## src/rtl/rr_mux_arb_pkg.sv

```systemverilog
// rtl/rr_mux_arb_pkg.sv - shared types, sizes and round-robin pick function for rr_mux_arbiter_4
package rr_mux_arb_pkg;

    localparam int N_REQ = 4;
    localparam int SEL_W = 2;

    typedef enum logic {
        IDLE = 1'b0,
        BUSY = 1'b1
    } arb_state_t;

    // First set bit of mask searching ptr+1, ptr+2, ptr+3, ptr (mod N_REQ):
    // rotate so ptr+1 lands at bit 0, take the lowest set bit, rotate back.
    function automatic logic [SEL_W-1:0] pick(input logic [N_REQ-1:0] mask,
                                              input logic [SEL_W-1:0] ptr);
        logic [2*N_REQ-1:0] dbl;
        logic [SEL_W:0]     sh;
        logic [N_REQ-1:0]   rot;
        logic [SEL_W-1:0]   enc;
        dbl = {mask, mask};
        sh  = {1'b0, ptr} + (SEL_W+1)'(1);
        rot = N_REQ'(dbl >> sh);
        enc = '0;
        for (int k = N_REQ - 1; k >= 0; k--) begin
            if (rot[k]) begin
                enc = SEL_W'(k);
            end
        end
        return ptr + enc + SEL_W'(1);
    endfunction

endpackage

```

## src/rtl/rr_priority_pick.sv

```systemverilog
// rtl/rr_priority_pick.sv - combinational rotate / priority-encode / rotate-back picker
module rr_priority_pick
    import rr_mux_arb_pkg::*;
(
    input  logic [N_REQ-1:0] mask,
    input  logic [SEL_W-1:0] ptr,
    output logic [SEL_W-1:0] idx,
    output logic             any
);

    // idx is only meaningful when any is high.
    assign idx = pick(mask, ptr);
    assign any = |mask;

endmodule

```

## src/rtl/rr_mux_arbiter_4.sv

```systemverilog
// rtl/rr_mux_arbiter_4.sv - round-robin arbiter owning a 4:1 single-bit mux; optional ARB_TIMEOUT_EN preemption
module rr_mux_arbiter_4
    import rr_mux_arb_pkg::*;
#(
    parameter logic [SEL_W-1:0] RESET_PTR = 2'd3,
    parameter int               MAX_HOLD  = 16
) (
    input  logic             clk,
    input  logic             rst_n,
    input  logic [N_REQ-1:0] req,
    input  logic [N_REQ-1:0] in,
    output logic [N_REQ-1:0] gnt,
    output logic [SEL_W-1:0] sel,
    output logic             valid,
    output logic             o,
    output logic             expired
);

    arb_state_t       state_q, state_d;
    logic [N_REQ-1:0] gnt_q, gnt_d;
    logic [SEL_W-1:0] sel_q, sel_d;
    logic [SEL_W-1:0] ptr_q, ptr_d;
    logic             valid_q, valid_d;
    logic             take;
    logic [SEL_W-1:0] pick_idx;
    logic             pick_any;

    // gnt_q is zero while idle, so one mask serves both first arbitration and handoff.
    rr_priority_pick u_pick (
        .mask (req & ~gnt_q),
        .ptr  (ptr_q),
        .idx  (pick_idx),
        .any  (pick_any)
    );

`ifdef ARB_TIMEOUT_EN
    localparam int HOLD_W = $clog2(MAX_HOLD);
    logic [HOLD_W-1:0] hold_cnt_q, hold_cnt_d;
    logic              expired_q, expired_d;
`else
    logic unused_max_hold;
    assign unused_max_hold = (MAX_HOLD > 0);
`endif

    // Next-state: start, hand off, release or (optionally) preempt the grant.
    always_comb begin
        state_d = state_q;
        gnt_d   = gnt_q;
        sel_d   = sel_q;
        ptr_d   = ptr_q;
        valid_d = valid_q;
        take    = 1'b0;
`ifdef ARB_TIMEOUT_EN
        hold_cnt_d = hold_cnt_q;
        expired_d  = 1'b0;
`endif
        case (state_q)
            IDLE: begin
                if (pick_any) begin
                    take = 1'b1;
                end
            end
            BUSY: begin
                if (!req[sel_q]) begin
                    if (pick_any) begin
                        take = 1'b1;
                    end else begin
                        gnt_d   = '0;
                        valid_d = 1'b0;
                        state_d = IDLE;
                    end
                end
`ifdef ARB_TIMEOUT_EN
                else if (hold_cnt_q == HOLD_W'(MAX_HOLD - 1)) begin
                    // Without a competitor the counter simply saturates here.
                    if (pick_any) begin
                        take      = 1'b1;
                        expired_d = 1'b1;
                    end
                end else begin
                    hold_cnt_d = hold_cnt_q + HOLD_W'(1);
                end
`endif
            end
            default: begin
                state_d = IDLE;
            end
        endcase
        if (take) begin
            gnt_d   = N_REQ'(1) << pick_idx;
            sel_d   = pick_idx;
            ptr_d   = pick_idx;
            valid_d = 1'b1;
            state_d = BUSY;
`ifdef ARB_TIMEOUT_EN
            hold_cnt_d = '0;
`endif
        end
    end

    // State registers; async reset clears an in-flight grant immediately.
    always_ff @(posedge clk or negedge rst_n) begin
        if (!rst_n) begin
            state_q <= IDLE;
            gnt_q   <= '0;
            sel_q   <= '0;
            ptr_q   <= RESET_PTR;
            valid_q <= 1'b0;
        end else begin
            state_q <= state_d;
            gnt_q   <= gnt_d;
            sel_q   <= sel_d;
            ptr_q   <= ptr_d;
            valid_q <= valid_d;
        end
    end

`ifdef ARB_TIMEOUT_EN
    // Hold counter and one-cycle preemption pulse.
    always_ff @(posedge clk or negedge rst_n) begin
        if (!rst_n) begin
            hold_cnt_q <= '0;
            expired_q  <= 1'b0;
        end else begin
            hold_cnt_q <= hold_cnt_d;
            expired_q  <= expired_d;
        end
    end
    assign expired = expired_q;
`else
    assign expired = 1'b0;
`endif

    assign gnt   = gnt_q;
    assign sel   = sel_q;
    assign valid = valid_q;
    assign o     = in[sel_q] & valid_q;

endmodule
```

## config.mk

```make
export PLATFORM = sky130hd
export DESIGN_NAME = rr_mux_arbiter_4
export DESIGN_NICKNAME = d
export VERILOG_FILES = /design/src/rtl/rr_mux_arb_pkg.sv /design/src/rtl/rr_priority_pick.sv /design/src/rtl/rr_mux_arbiter_4.sv
export SDC_FILE = /design/constraint.sdc
export NUM_CORES = 1
export LEC_CHECK = 0
export CAP_MARGIN = 10
export CORE_AREA = 2 2 60 62
export CTS_CLUSTER_SIZE = 25
export DETAILED_ROUTE_END_ITERATION = 10
export DIE_AREA = 0 0 62 64
export PLACE_DENSITY = 0.42
export RECOVER_POWER = 25
export SLEW_MARGIN = 20
export SYNTH_ARGS = -nofsm -noshare
export SYNTH_HDL_FRONTEND = slang
export SYNTH_HIERARCHICAL = 1
export SYNTH_SLANG_ARGS = --single-unit
```

## constraint.sdc

```tcl
create_clock -name clk -period 2.3 [get_ports clk]
set_clock_uncertainty 0.05 [all_clocks]
set_input_delay 0.345 -clock clk [delete_from_list [all_inputs] [get_ports clk]]
set_output_delay 0.345 -clock clk [all_outputs]
set_load 0.02 [all_outputs]
```

==> flow_summary_export.csv, run 1 <==
group,metric,value,unit
timing,tightestPinTransition,0.5018,ns
die,num_rows,21,
setup_path,cp_slowest_cell,"dfstp_2",
synthesis,syn-num-nets,91,
global_routing,gr-total-overflow,0,
timing,post-route-min-period,2.240,ns
synthesis,synth.ff_latch_count,10,
final_layout,num-nets-final,131,
synthesis,synth-async-reset-ratio,100.0,%
clock_tree,root_buffer,"clkbuf_4",
final_layout,syn_to_final_growth,59.97,%
setup_path,critical_path.max_stage_delay,0.60,ns
synthesis,synth_common_cells,"dfrtp_1 (8), inv_1 (8), nand2_1 (6), nor2b_1 (6)",
timing,slew_violations,0,
clock_tree,cts_buffers,3,
die,placeableCoreArea,3284,µm²
timing,fin_ws,0.05957,ns
synthesis,synth_top_area_cell,"dfrtp_1",
setup_path,ff2ff_path_depth,10,
drt,drc,0,
global_routing,grt_pass1_wl,3.463,mm
power_and_ir_drop,power.density,1523,nW/µm²
global_routing,grt_max_degree,11,
timing,rsz0062_at_grt,"true",
status,status,"completed",
drt,drt_iter0_markers,36,
global_routing,antenna_found_initial,0,
clock_tree,clockBufferDepth,2,
die,die_h,64,µm
final_layout,regArea,254.0,µm²
clock_tree,htree_levels,1,
setup_path,cp.depth,10,
setup_path,worstPathMaxFanout,6,
run,drv_cap,0,
power_and_ir_drop,leakage,0.5592,nW
synthesis,synth_edf_count,0,
placed_design,placed_area,1101,µm²
clock_tree,clock_latency,0.27,ns
synthesis,seq_area_frac_synth,32.22,%
timing,clock.fmax,446.3,MHz
setup_path,crit_buf_inv,0,
synthesis,syn_avg_cell_area,9.806,µm²
synthesis,synth_flop_cell,"dfrtp_1",
placed_design,pre_cts_slack,-0.5219,ns
synthesis,syn_area,784.5,µm²
final_layout,n_fill_cell,340,
synthesis,synth.distinct_cells,33,
synthesis,synthTopCellsByArea,"dfrtp_1 (26%), dfstp_2 (6.7%), mux4_1 (6.7%), o2bb2ai_1 (5.6%), nor2b_1 (4.8%)",
drt,ant_nets,0,
setup_path,crit_type,"register to register",
setup_path,cp-start-kind,"register",
placed_design,portBuffers,17,
timing,setup_viol,0,
setup_path,cp-end-kind,"register",
final_layout,antennaDiodeCount,0,
die,pin_count,19,
die,die_area,3968,µm²
drt,via_per_inst,4.624,
drt,wl,2.174,mm
clock_tree,cts_tree,"yes",
setup_path,crit_arrival,2.40,ns
setup_path,cp_common_cell,"a21oi_1",
clock_tree,cts_sinks,10,
drt,wire_per_inst,13.18,µm
setup_path,crit_family,"flip-flops",
die,dieWidth,62,µm
synthesis,ys_warn_count,6,
timing,period_share,97.41,%
setup_path,cp.required,2.46,ns
global_routing,grt_pass1_vias,731,
timing,hold_viol,0,
final_layout,final_area,1255,µm²
placed_design,routabilityCongestion,0.7236,
drt,dr_total_vias,763,
min_path,hold_class,"input port to asynchronous set/reset pin",
clock_tree,clk_pin_slew,0.07,ns
final_layout,drive_above_1_share,42.02,%
power_and_ir_drop,ir_worst_vdd,653.5,µV
drt,drt-pass1-iter-count,4,
die,initial_utilization,23.89,%
synthesis,synth.top_cell.area_share,25.52,%
global_routing,track_usage,12.07,%
final_layout,multi_input_area,549.3,µm²
final_layout,final_core_util,38.21,%
synthesis,synthesis.instances,80,
timing,max_slew_margin,65.89,%
placed_design,place.detailed.hpwl,1.613,mm
setup_path,path_cells,"nor2b_2 -> a21oi_1 -> a21oi_1 -> nor2_1 -> ha_2 -> xor2_1 -> xnor2_1 -> and2_4 -> o221ai_4 -> a21bo_2",
## report_power, final
group	switching [mW]	internal, mW	leakage (nW)
clock	0.0633	0.0961	0.0210
combinational	0.651	0.730	0.424
sequential	0.0957	0.275	0.114
## through the flow
stage | instances | power (mW) | TNS (ns) | hold WS (ns)
6_report | 165 | 1.912 | 0 | 0.4146
5_1_grt | 165 | 2.075 | -0.2630 | 0.4430
4_1_cts | 160 | 1.790 | -0.01460 | 0.3587
3_5_place_dp | 155 | 1.532 | -2.586 | 0.4925
3_3_place_gp | 155 | 1.532 | -2.833 | 0.4984
2_1_floorplan | 80 | 1.110 | 0 | -0.0005911
## sequential cells by signal, summed over array words and instances (netlist names)
register and count:
state_q 1, ptr_q 2, gnt 4, sel 2
valid 1
## layer usage
metal	global-route usage [%]	routed length [µm]	up-vias	part of all wire, %
met5	0	0	-	0
met4	7.181	52	0	2.4
met3	0.8097	39	4	1.8
met2	15.89	938	13	43
met1	18.58	1143	374	53
li1	-	-	372	-
## area by class of cell
class	instances	share of cell area [%]
flip-flops and latches	10	20.24
well taps	46	4.586
clock buffers	4	2.891
inverters	8	2.393
multi-input cells	59	43.77
repair buffers	38	26.12
## cell usage in the layout (no fill, tap or decap), types with 3 or more instances in the layout
cell type	n
buf_4	19
clkbuf_4	3
clkdlybuf4s50_1	11
dfrtp_1	7
dlygate4sd2_1	3
inv_1	6
nand2_1	6
nor2b_4	3
o21ai_0	5
o2bb2ai_1	5
## logic make-up (layout without fill, tap and decap cells)
kind of cell	after synthesis	after routing	share of synthesized area, %
other cells	1	1	0.4780
mux	7	7	15.31
xor+xnor	2	2	2.233
simple gates	24	24	16.27
compound gates	24	24	25.04
flops	10	10	32.22
buf+inv	11	50	6.858
fa+ha+maj	1	1	1.595
## timing repair
action	CTS	global route
hold endpoints to repair	0	0
hold buffers	0	0
setup buffers	1	5
pin swaps	2	6
resized for setup	17	10
gates cloned	0	0
endpoints found under the setup margin	7	6
## worst reg2reg max path, delay by kind of cell (launching register included)
kind / cells / cell delay (ns)
xor gates and xnor gates: 2 / 0.35
and+or+nand+nor: 3 / 0.44
DFF: 1 / 0.60
adders and majority gates: 1 / 0.18
AOI/OAI and AO/OA: 4 / 0.56
## worst paths after layout
| check | from | to | slack [ns] |
|---|---|---|---|
| max | ptr_q[0]$_DFFE_PN1P_ | ptr_q[1]$_DFFE_PN1P_ | 0.06 |
| min | rst_n | sel[1]$_DFFE_PN0P_ | 0.41 |
| max reg2reg | ptr_q[0]$_DFFE_PN1P_ | ptr_q[1]$_DFFE_PN1P_ | 0.06 |
| min reg2reg | state_q$_DFF_PN0_ | valid$_DFFE_PN0P_ | 0.51 |
| max in group asynchronous | rst_n | ptr_q[0]$_DFFE_PN1P_ | 1.43 |
| min in group clk | state_q$_DFF_PN0_ | valid$_DFFE_PN0P_ | 0.51 |
(Power assumes the default switching activity.)
==> run 2, diff against run 1 <==
- ABC_AREA: default -> 1
- CORE_AREA: 2 2 60 62 -> 2 2 57 59
- DIE_AREA: 0 0 62 64 -> 0 0 59 61
- PLACE_DENSITY: 0.42 -> 0.43
==> run 2 against run 1 <==
Net effect:
- die area shrank 9.3%
- synthesized cell count grew 38%
- clock-buffer cell count is the same
- clock power is essentially flat
- sequential power grew 5.4%
==> flow_summary_export.csv, run 2 <==
group,metric,value,unit
synthesis,synth_common_cells,"nand2_1 (39), nand3_1 (20), inv_1 (10), nor2_1 (10), dfrtp_1 (8)",
global_routing,antenna_found_initial,0,
clock_tree,cts_buffers,3,
synthesis,synth_edf_count,0,
timing,clock.fmax,459.9,MHz
clock_tree,clk_pin_slew,0.07,ns
final_layout,fin_cells,170,
synthesis,synth.distinct_cells,20,
setup_path,cp-end-kind,"primary output",
setup_path,rr_startpoint,"ptr_q[0]$_DFFE_PN1P_",
drt,dr_total_vias,757,
global_routing,gr-total-overflow,0,
clock_tree,root_buffer,"clkbuf_4",
setup_path,cp.required,1.90,ns
setup_path,path_cells,"clkdlybuf4s50_1 -> nor2_1 -> nor2_1 -> o21ai_0 -> a21boi_0 -> clkdlybuf4s50_1",
die,initial_utilization,24.41,%
drt,wire_per_inst,10.71,µm
die,dieWidth,59,µm
setup_path,crit_arrival,1.78,ns
timing,period_share,94.54,%
setup_path,r2r_slack,0.25,ns
final_layout,final_area,1032,µm²
run,drv_cap,0,
global_routing,track_usage,12.01,%
global_routing,grt_max_degree,11,
placed_design,dp_cells,166,
drt,drc,0,
die,num_rows,20,
synthesis,synthTopCellsByArea,"dfrtp_1 (28%), nand2_1 (20%), nand3_1 (14%), dfstp_2 (7.3%), inv_1 (5.2%)",
clock_tree,clock_latency,0.26,ns
placed_design,place.detailed.hpwl,1.419,mm
drt,wl,1.820,mm
synthesis,synth_flop_cell,"dfrtp_1",
setup_path,ff2ff_path_depth,16,
placed_design,portBuffers,17,
synthesis,seq_area_frac_synth,35.07,%
power_and_ir_drop,p_int,0.8864,mW
clock_tree,htree_levels,1,
drt,via_per_inst,4.453,
final_layout,syn_to_final_growth,43.23,%
die,pin_count,19,
status,status,"completed",
power_and_ir_drop,power.density,1683,nW/µm²
setup_path,cp-start-kind,"input port",
power_and_ir_drop,p_sw_share,48.96,%
power_and_ir_drop,switchingPower,0.8504,mW
synthesis,syn-num-nets,121,
global_routing,grt_pass1_vias,739,
timing,finalSetupTns,0,ns
power_and_ir_drop,seq_power_share,22.5,%
synthesis,post-synth-top-count-cell,"nand2_1",
die,die_area,3599,µm²
final_layout,largest_register_ffs,4,
power_and_ir_drop,ir_worst_vdd,629.8,µV
synthesis,synth.top_cell.area_share,27.78,%
synthesis,synth.ff_latch_count,10,
power_and_ir_drop,leakage,0.5347,nW
synthesis,ys_warn_count,6,
final_layout,layout_commonest_cell,"nand2_1",
clock_tree,clockBufferDepth,2,
min_path,hold_class,"input port to asynchronous set/reset pin",
die,die_h,61,µm
setup_path,cp_slowest_cell,"clkdlybuf4s50_1",
final_layout,final_cell_mix,"nand2_1 (39), nand3_1 (20), clkdlybuf4s50_1 (16)",
setup_path,worstPathMaxFanout,1,
synthesis,synth-async-reset-ratio,100.0,%
drt,drt_iter0_markers,46,
power_and_ir_drop,power,1.737,mW
final_layout,drive_above_1_share,21.17,%
synthesis,synthesis.instances,110,
clock_tree,post_cts_buffers,0,
timing,setup_viol,0,
power_and_ir_drop,pwr-share-comb,68.2,%
synthesis,synth_top_area_cell,"dfrtp_1",
placed_design,placed_area,977.2,µm²
die,placeableCoreArea,2953,µm²
timing,slew_violations,0,
timing,hold_ws,0.4182,ns
synthesis,syn_avg_cell_area,6.552,µm²
global_routing,grt_pass1_wl,3.243,mm
timing,post-route-min-period,2.174,ns
timing,hold_viol,0,
final_layout,antennaDiodeCount,0,
setup_path,worstReg2RegEnd,"gnt[3]$_DFFE_PN0P_",
setup_path,critical_path.max_stage_delay,0.62,ns
setup_path,crit_type,"input port to primary output",
placed_design,routabilityCongestion,0.7621,
final_layout,num-nets-final,149,
clock_tree,cts_tree,"yes",
clock_tree,cts_sinks,10,
synthesis,syn_area,720.7,µm²
power_and_ir_drop,clockPowerShare,9.3,%
drt,drt-pass1-iter-count,4,
drt,ant_nets,0,
==> run 2: changes by cell type after synthesis, sizes merged, moves of 3 or more <==
cell	delta
inv	+5
o221ai	-4
nand3	+21
o2bb2ai	-5
nor2b	-6
o21ai	-3
nor2	+6
mux2i	-3
nand2	+37
==> run 2: layer usage <==
layer	up-vias	GRT usage [%]	part of all wire [%]
met5	-	0	0
met4	0	5.195	0.66
met3	2	1.919	4.9
met2	20	16.83	43
met1	338	18.01	52
li1	397	-	-
==> run 2: worst max path at each step <==
stage                          from                 end  slack, ns
5_1_grt                      req[3]  gnt[3]$_DFFE_PN0P_      -0.01
3_3_place_gp                 req[3]  gnt[3]$_DFFE_PN0P_      -0.15
6_report                      in[0]                   o       0.13
3_5_place_dp                 req[3]  gnt[3]$_DFFE_PN0P_      -0.16
4_1_cts                      req[3]  gnt[3]$_DFFE_PN0P_        0.1
2_1_floorplan  ptr_q[0]$_DFFE_PN1P_  gnt[3]$_DFFE_PN0P_       0.39
==> run 2: critical path, delay by kind of cell <==
family,cells,cell delay (ns)
compound gates,2,0.25
simple gates,2,0.11
buf+inv,2,1.08
==> run 2: per-stage QoR <==
| stage | utilization (%) | setup WS (ns) |
|---|---|---|
| final | 34.96 | 0.1255 |
| after global routing | 34.96 | -0.01311 |
| after CTS | 34.32 | 0.09867 |
| after detailed placement | 33.09 | -0.1644 |
| after global placement | 33.09 | -0.1484 |
| after floorplan | - | 0.3945 |
==> run 2: layout make-up <==
type / instances / area, µm²
Tap cell: 33 / 41.29
Clock buffer: 4 / 36.28
Inverter: 14 / 52.55
Multi-Input combinational cell: 84 / 417.9
Timing Repair Buffer: 25 / 230.2
Fill cell: 328 / 1921
Sequential cell: 10 / 254.0
==> run 2: logic make-up (layout without fill, tap and decap cells) <==
logic type	Yosys count	count (layout)	synth area share [%]
adders and majority gates	1	1	1.736
and+or+nand+nor	78	78	49.65
xor gates and xnor gates	1	1	1.215
DFF	10	10	35.07
AOI/OAI and AO/OA	3	3	2.431
buffers and inverters	16	43	9.374
other	1	1	0.5203
==> run 2: timing repair <==
item	CTS	global route
hold buffers	0	0
endpoints found under the setup margin	0	7
gates resized for setup	0	7
==> run 2: power groups by stage <==
stage          combinational (mW)  sequential, mW  clock (mW)
6_report                     1.18           0.391       0.161
5_1_grt                      1.36           0.407       0.174
4_1_cts                      1.17           0.383       0.165
3_5_place_dp                 1.16           0.385           0
3_3_place_gp                 1.15           0.384           0
2_1_floorplan               0.745           0.417           0
==> run 3, diff against run 2 <==
- ABC_AREA: 1 -> default
- CORE_AREA: 2 2 57 59 -> 2 2 60 62
- DIE_AREA: 0 0 59 61 -> 0 0 62 64
- DONT_BUFFER_PORTS: default -> 1
- PLACE_DENSITY: 0.43 -> 0.34
==> run 3 against run 2 <==
Net effect:
- register-to-register slack worse by 0.13 ns
- fmax is 0.20% lower
- setup slack worse by 0.0044 ns
- wire length is 9.6% higher
- final area is 0.48% higher
- final cell count is 15% lower
- sequential share of layout area is 0.24 points lower
- total power is 1.9% lower
- die area is 10% higher
- combinational power is 5% lower
- hold slack worse by 0.035 ns
- critical path type is now register to register
- largest cell class unchanged
- largest power group unchanged
==> flow_summary_export.csv, run 3 (same netlist as run 1, synthesis figures left out) <==
group,metric,value,unit
timing,setup_viol,0,
die,die_h,64,µm
drt,dr_total_vias,659,
clock_tree,clk_pin_slew,0.07,ns
power_and_ir_drop,p_int,0.9425,mW
drt,drt-pass1-iter-count,3,
power_and_ir_drop,p_sw_share,44.70,%
placed_design,place.detailed.hpwl,1.614,mm
final_layout,final_cell_mix,"buf_4 (15), dfrtp_1 (8), inv_1 (7)",
die,die_area,3968,µm²
clock_tree,clockBufferDepth,2,
min_path,hold_class,"input port to register",
power_and_ir_drop,clockPowerShare,9.2,%
setup_path,endpoint,"ptr_q[1]$_DFFE_PN1P_",
status,status,"completed",
setup_path,rr_startpoint,"ptr_q[0]$_DFFE_PN1P_",
timing,hold_ws,0.3835,ns
drt,via_per_inst,4.576,
setup_path,crit_type,"register to register",
timing,post-route-min-period,2.179,ns
timing,hold_viol,0,
final_layout,drive_above_1_share,40.82,%
timing,period_share,94.74,%
final_layout,antennaDiodeCount,0,
timing,clock.fmax,458.9,MHz
placed_design,dp_cells,136,
final_layout,fin_cells,144,
setup_path,crit_arrival,2.34,ns
drt,ant_nets,0,
clock_tree,cts_sinks,10,
setup_path,worstPathMaxFanout,5,
die,dieWidth,62,µm
setup_path,worstReg2RegEnd,"ptr_q[1]$_DFFE_PN1P_",
placed_design,routabilityCongestion,0.7280,
final_layout,num-nets-final,110,
drt,drt_iter0_markers,8,
die,placeableCoreArea,3284,µm²
setup_path,cp-start-kind,"register",
die,initial_utilization,23.89,%
clock_tree,htree_levels,1,
die,num_rows,21,
setup_path,cp.required,2.46,ns
die,pin_count,19,
drt,drc,0,
global_routing,grt_max_degree,11,
global_routing,track_usage,11.06,%
final_layout,layout_commonest_cell,"buf_4",
setup_path,crit_start,"ptr_q[0]$_DFFE_PN1P_",
final_layout,syn_to_final_growth,32.22,%
power_and_ir_drop,seq_power_share,25.0,%
final_layout,largest_register_ffs,4,
power_and_ir_drop,ir_worst_vdd,760.8,µV
clock_tree,cts_buffers,3,
setup_path,ff2ff_path_depth,10,
placed_design,portBuffers,0,
global_routing,grt_pass1_vias,671,
global_routing,gr-total-overflow,0,
power_and_ir_drop,power.density,1643,nW/µm²
clock_tree,cts_tree,"yes",
power_and_ir_drop,leakage,0.4507,nW
run,drv_cap,0,
timing,slew_violations,0,
clock_tree,root_buffer,"clkbuf_4",
power_and_ir_drop,pwr-share-comb,65.8,%
timing,rsz0062_at_grt,"true",
global_routing,grt_pass1_wl,3.222,mm
clock_tree,clock_latency,0.27,ns
global_routing,antenna_found_initial,0,
setup_path,cp-end-kind,"register",
setup_path,r2r_slack,0.12,ns
drt,wl,1.995,mm
power_and_ir_drop,switchingPower,0.7620,mW
drt,wire_per_inst,13.85,µm
min_path,min_from,"req[3]",
==> run 3: cell type report <==
| class | instances | area (µm²) |
|---|---|---|
| Clock buffer | 4 | 36.28 |
| Fill cell | 356 | 2247 |
| Inverter | 8 | 30.03 |
| Multi-Input combinational cell | 59 | 526.8 |
| Sequential cell | 10 | 252.7 |
| Tap cell | 46 | 57.56 |
| Timing Repair Buffer | 17 | 133.9 |
==> run 3: power groups by stage <==
stage / Sequential (mW) / Clock, mW / Combinational, mW
detailed placement: 0.421 / 0 / 0.983
global route: 0.440 / 0.172 / 1.25
global placement: 0.421 / 0 / 0.984
floorplan: 0.400 / 0 / 0.710
CTS: 0.418 / 0.165 / 0.997
finish: 0.426 / 0.157 / 1.12
==> run 3: worst min path at each step <==
stage               slack [ns]                  to  depth (start not counted)
global route              0.39   state_q$_DFF_PN0_                          2
CTS                       0.36   state_q$_DFF_PN0_                          2
global placement       -0.0003  sel[1]$_DFFE_PN0P_                          0
floorplan              -0.0006  gnt[0]$_DFFE_PN0P_                          0
detailed placement     -0.0003  sel[1]$_DFFE_PN0P_                          0
finish                    0.38   state_q$_DFF_PN0_                          2
==> run 3: through the flow <==
stage               total power, mW  setup TNS [ns]  util, %  setup slack, ns  cell area (µm²)
floorplan                     1.110               0        -          0.01128            784.5
global placement              1.406               0    27.89         0.003862            915.9
detailed placement            1.404        -0.07262    27.89         -0.04034            915.9
CTS                           1.579               0    29.37         0.001185            964.7
global route                  1.866        -0.06357    31.58         -0.04634             1037
finish                        1.704               0    31.58           0.1211             1037
==> run 3: what timing repair did <==
item                       CTS  global route
pin swaps                    0             4
gates resized for setup      1            12
setup endpoints to repair    3             6
hold endpoints to repair    10             0
hold buffers                 1             0
setup buffers                0             3
==> run 3: routing by layer <==
metal	global-route usage, %	vias up	share of wire [%]
li1	-	329	-
met1	16.06	315	48
met2	15.23	11	45
met5	0	-	0
met4	5.585	0	1.7
met3	2.024	4	5.1
==> run 3: worst max-delay path, cell delays in order (launching register included) <==
cell	delay, ns
dfstp_2	0.58
nor3b_1	0.06
a311oi_1	0.25
a21oi_1	0.06
nor2_1	0.12
ha_2	0.20
xor2_2	0.15
xnor2_1	0.16
and2_1	0.17
o221ai_2	0.11
a21bo_2	0.22
